--- config.mk ---
export PLATFORM = sky130hd
export DESIGN_NAME = div_iter
export DESIGN_NICKNAME = d
export VERILOG_FILES = /design/src/rtl/div_iter_pkg.sv /design/src/rtl/div_step.sv /design/src/rtl/div_iter.sv
export SDC_FILE = /design/constraint.sdc
export NUM_CORES = 1
export LEC_CHECK = 0
export ABC_AREA = 1
export CORE_MARGIN = 4
export CORE_UTILIZATION = 40
export CTS_BUF_LIST = sky130_fd_sc_hd__clkbuf_2
export DETAILED_ROUTE_END_ITERATION = 8
export DONT_BUFFER_PORTS = 1
export PLACE_DENSITY_LB_ADDON = 0.3
export SLEW_MARGIN = 20
export SYNTH_ARGS = -nofsm -noshare
export SYNTH_HDL_FRONTEND = slang
export SYNTH_SLANG_ARGS = --single-unit
--- constraint.sdc ---
create_clock -name clk -period 2.15 [get_ports clk]
set_input_delay 0.3225 -clock clk [delete_from_list [all_inputs] [get_ports clk]]
set_output_delay 0.3225 -clock clk [all_outputs]
set_load 0.01 [all_outputs]
--- src/rtl/div_iter_pkg.sv ---
// div_iter_pkg: types and constants shared by the iterative divider.
//   div_state_t : FSM state encoding (IDLE, BUSY, DONE)
//   DIV_WIDTH   : default operand width
//   DIV_CNT_W   : iteration counter width
package div_iter_pkg;
  localparam int DIV_WIDTH = 32;
  localparam int DIV_CNT_W = $clog2(DIV_WIDTH + 1);

  typedef enum logic [1:0] {
    IDLE = 2'd0,
    BUSY = 2'd1,
    DONE = 2'd2
  } div_state_t;
endpackage

--- src/rtl/div_step.sv ---
// div_step: one radix-2 restoring division iteration (combinational).
// Kept separate so a higher-radix step can be swapped in.
//   i_r : partial remainder (always < i_b on entry, or i_b == 0)
//   i_q : dividend bits still to be consumed / quotient bits produced so far
//   i_b : divisor
//   o_r : next partial remainder
//   o_q : next quotient/dividend shift register
module div_step #(
  parameter int WIDTH = 32
) (
  input  logic [WIDTH-1:0] i_r,
  input  logic [WIDTH-1:0] i_q,
  input  logic [WIDTH-1:0] i_b,
  output logic [WIDTH-1:0] o_r,
  output logic [WIDTH-1:0] o_q
);
  // Shifted remainder needs one extra bit: 2*r+1 can exceed WIDTH bits
  // when the divisor is large.
  logic [WIDTH:0]   w_rsh;
  logic [WIDTH+1:0] w_diff;
  logic             w_ge;

  assign w_rsh  = {i_r, i_q[WIDTH-1]};
  // Extra top bit acts as the borrow: clear means w_rsh >= i_b.
  assign w_diff = {1'b0, w_rsh} - {2'b00, i_b};
  assign w_ge   = ~w_diff[WIDTH+1];

  // Either result is < i_b, so it fits back into WIDTH bits.
  assign o_r = w_ge ? WIDTH'(w_diff) : WIDTH'(w_rsh);
  assign o_q = {i_q[WIDTH-2:0], w_ge};
endmodule

--- src/rtl/div_iter.sv ---
// div_iter: multi-cycle unsigned divider, one quotient bit per cycle.
//   clk    : clock
//   resetn : asynchronous active-low reset
//   valid  : level request, held while the divide occupies execute
//   a, b   : dividend, divisor (unsigned)
//   done   : registered result-valid
//   c      : registered {remainder, quotient}
// A held request with unchanged operands keeps the result; new operands
// with valid still high restart immediately; dropping valid aborts.
module div_iter
  import div_iter_pkg::*;
#(
  parameter int WIDTH = DIV_WIDTH
) (
  input  logic               clk,
  input  logic               resetn,
  input  logic               valid,
  input  logic [WIDTH-1:0]   a,
  input  logic [WIDTH-1:0]   b,
  output logic               done,
  output logic [2*WIDTH-1:0] c
);
  localparam int CNT_W = $clog2(WIDTH + 1);

  div_state_t       r_state;
  logic [WIDTH-1:0] r_a;
  logic [WIDTH-1:0] r_b;
  logic [WIDTH-1:0] r_r;
  logic [WIDTH-1:0] r_q;
  logic [CNT_W-1:0] r_cnt;

  logic [WIDTH-1:0] w_r;
  logic [WIDTH-1:0] w_q;
  logic             w_chg;
  logic             w_last;

  div_step #(.WIDTH(WIDTH)) u_step (
    .i_r (r_r),
    .i_q (r_q),
    .i_b (r_b),
    .o_r (w_r),
    .o_q (w_q)
  );

  assign w_chg  = ({a, b} != {r_a, r_b});
  assign w_last = (r_cnt == CNT_W'(WIDTH - 1));

  always_ff @(posedge clk or negedge resetn) begin
    if (!resetn) begin
      r_state <= IDLE;
      r_a     <= '0;
      r_b     <= '0;
      r_r     <= '0;
      r_q     <= '0;
      r_cnt   <= '0;
      done    <= 1'b0;
      c       <= '0;
    end else begin
      case (r_state)
        IDLE: begin
          if (valid) begin
            r_a     <= a;
            r_b     <= b;
            r_q     <= a;
            r_r     <= '0;
            r_cnt   <= '0;
            r_state <= BUSY;
          end
        end
        BUSY, DONE: begin
          if (!valid) begin
            done    <= 1'b0;
            r_state <= IDLE;
          end else if (w_chg) begin
            // Flush-and-replace: start the new divide with no idle cycle.
            r_a     <= a;
            r_b     <= b;
            r_q     <= a;
            r_r     <= '0;
            r_cnt   <= '0;
            done    <= 1'b0;
            r_state <= BUSY;
          end else if (r_state == BUSY) begin
            r_r <= w_r;
            r_q <= w_q;
            if (w_last) begin
              c       <= {w_r, w_q};
              done    <= 1'b1;
              r_state <= DONE;
            end else begin
              r_cnt <= r_cnt + 1'b1;
            end
          end
        end
        default: r_state <= IDLE;
      endcase
    end
  end
endmodule

==> results.py <==
metrics = {
    "outcome": {
        "outcome": "finished with violations",
        "violations": "hold timing, setup timing",
    },
    "clock_network": {
        "cts_tree": "yes",
        "ctsHoldBuffers": 65,
        "cts.sinks": 201,
        "clkLatencyLatePin_ps": 970,
        "clk_pin_slew_ps": 100,
        "ctsHtreeMaxLevel": 2,
        "clk_path_buf_depth": 3,
        "cts_root_buf": "clkbuf_2",
        "numCtsBuffers": 54,
    },
    "critical_path": {
        "worst-r2r-setup-slack_ps": -170,
        "reg2reg_to": "r_r[9]",
        "required_ps": 2930,
        "start_kind": "flop",
        "reg2reg_depth": 13,
        "critical_path.startpoint": "r_b[20]",
        "slowest_stage": "dfrtp_1",
        "endpoint_kind": "flop",
        "crit_type": "reg2reg",
        "cp-endpoint": "r_r[9]",
        "crit_fanout": 8,
        "r2r-start": "r_b[20]",
        "slowest_delay_ps": 410,
        "crit_top_cell": "nand2_1",
        "cp_cell_sequence": "buf_6 > nand2_1 > nand2_1 > nor2_1 > nand2_2 > nor2_4 > nand2_4 > nor2_4 > nand3_4 > nor2_4 > clkbuf_16 > nand2_1 > nand2_1",
        "crit_arrival_ps": 3100,
    },
    "timing": {
        "hold_slack_ps": -870,
        "period_minus_slack_ps": 2320,
        "maxSlewViolCount": 0,
        "worst_pin_slew_ps": 837,
        "worst_slew_margin_rel": 0.442,
        "rsz0062_at_grt": "yes",
        "fin_skew_ps": 141,
        "max_clock_freq_mhz": 431,
        "worst_slack_ps": -170,
        "period_share": 1.08,
        "hold_viol": 201,
        "setup_viol_count_final": 159,
    },
    "synth": {
        "yosys_warnings": 0,
        "syn_inst": 1886,
        "syn_nets": 1991,
        "syn-cell-area_mm2": 0.0124,
        "yosys-top-cells-area": "dfrtp_1 41%, nand2_1 29%, nand3_1 6.4%, inv_1 6.1%, ha_1 3.7%",
        "yosys.area.top_type_share": 0.405,
        "synth_area_leader_cell": "dfrtp_1",
        "synth.avg_cell_area_um2": 6.58,
        "synth-seq-cells": 201,
        "seq_area_frac_synth": 0.405,
        "yosysUniqueCellTypes": 32,
    },
    "power": {
        "seqPwrFrac": 0.343,
        "leakage_nw": 10.2,
        "peakVddDrop_mv": 0.555,
        "finalPower_mw": 16.1,
        "switching_share": 0.427,
        "intPower_mw": 9.24,
        "power.share.clock": 0.170,
        "pwr_density_cell_mw_per_mm2": 899,
        "combPwrFrac": 0.487,
        "p_switching_mw": 6.89,
    },
    "placement": {
        "place_congestion": 0.951,
        "dpl.hpwl_mm": 26.1,
        "place_inst": 2388,
        "port-buffer-count": 0,
    },
    "floorplan": {
        "die_w_um": 184,
        "initial_core_util": 0.406,
        "core_mm2": 0.0306,
        "dieArea_mm2": 0.0339,
        "fp-row-count": 64,
        "die_y_um": 184,
        "io_pins": 132,
    },
    "final_layout": {
        "drive_gt1_frac": 0.301,
        "area_growth_pct": 44.6,
        "fill_cells": 2745,
        "final_nets": 2291,
        "final_cells": 2615,
        "fin_util": 0.587,
        "mostFrequentLayoutCell": "nand2_1",
        "layout_common_cells": "744 x nand2_1, 201 x dfrtp_1, 196 x inv_1",
    },
    "worst_hold_path": {
        "hold_class": "in2async",
    },
    "detailed_routing": {
        "wirelength_mm": 44.6,
        "wl_met2_mm": 22.0,
        "dr.max_layer_used": "met4",
        "wl_per_cell_um": 17.1,
        "vias": 13200,
        "drt_iter0_drc": 785,
        "drcViolationCount": 0,
        "wl_met1_mm": 18.8,
        "drtPass1Iterations": 8,
        "routed_via_density": 5.04,
        "wl_met3_mm": 2.60,
        "antenna_left": 0,
    },
    "global_routing": {
        "grt_usage": 0.227,
        "grt_max_degree": 202,
        "overflow": 0,
        "antenna_found_initial": 2,
        "grt_pass1_wl_mm": 62.8,
        "grt_pass1_vias": 12500,
    },
    "flow_run": {
        "drv_cap": 0,
    },
}
worst min path at each step:
| stage | to |
|---|---|
| floorplan | c[0] |
| global placement | c[45] |
| detailed placement | c[46] |
| CTS | r_q[9] |
| global route | r_b[18] |
| finish | r_b[20] |
metal layers:
layer	GRT usage	up-vias
met5	0	-
met4	0.0677	0
met3	0.0476	91
met2	0.389	393
met1	0.288	6295
li1	-	6399
critical path: cells and delay by family (launching register included):
kind                   cells  cell delay, ps
DFF                        1             410
buffers and inverters      2             380
and+or+nand+nor           11            1350
cell usage after synthesis, drive strengths merged:
master / n
nand2: 950
inv: 227
dfrtp: 201
nand3: 160
nor2: 104
o21ai: 53
ha: 37
buf: 35
xor2: 32
clkbuf: 25
a21oi: 24
nand4: 11
nor3: 8
nand3b: 5
or2: 4
and2: 3
o21bai: 3
a2bb2oi: 1
a31oi: 1
fa: 1
o21a: 1
sequential cells by signal (all words and copies together), names as in the netlist:
name / flops
c: 64
r_a: 32
r_b: 32
r_q: 32
r_r: 32
r_cnt: 6
r_state: 2
done: 1
repair_timing:
item                                    in CTS  in global routing
endpoints found under the hold margin      366                201
resized for setup                           89                387
pin swaps                                   13                 81
setup buffers                               11                 28
endpoints found under the setup margin     167                192
cloned                                       6                 31
power groups by stage:
stage                     Sequential (mW)  Combinational (mW)  Clock [mW]
after global placement               5.32                5.19           0
final                                5.53                7.86        2.74
after floorplan                      5.21                3.33           0
after global routing                 5.64                8.57        3.02
after CTS                            5.29                6.08        2.80
after detailed placement             5.36                5.28           0
cell type report:
| type | instances | area, um^2 | area share |
|---|---|---|---|
| Antenna cell | 2 | 5.00 | 0.000279 |
| Clock buffer | 68 | 340 | 0.0190 |
| Inverter | 227 | 862 | 0.0480 |
| Clock inverter | 19 | 113 | 0.00627 |
| Multi-Input combinational cell | 1399 | 7730 | 0.431 |
| Timing Repair Buffer | 303 | 3370 | 0.188 |
| Sequential cell | 201 | 5030 | 0.280 |
| Tap cell | 396 | 495 | 0.0276 |
cell families (layout without fill, tap and decap cells):
group	count (synthesis)	in the layout	synth area share
adders and majority gates	38	38	0.0389
other	0	2	0
buffers and inverters	287	617	0.0958
and+or+nand+nor	1245	1246	0.403
xor gates and xnor gates	32	32	0.0226
AOI/OAI and AO/OA	83	83	0.0347
DFF	201	201	0.405
through the flow:
step | setup TNS [ps] | cell area [um^2] | worst slack (ps)
finish | -11270 | 17900 | -170
global route | -32560 | 17900 | -270
CTS | -870 | 15800 | -71.5
detailed placement | -19480 | 14000 | -184
global placement | -16520 | 14000 | -147
floorplan | 0 | 12400 | 8.37
(Power assumes the default switching activity.)
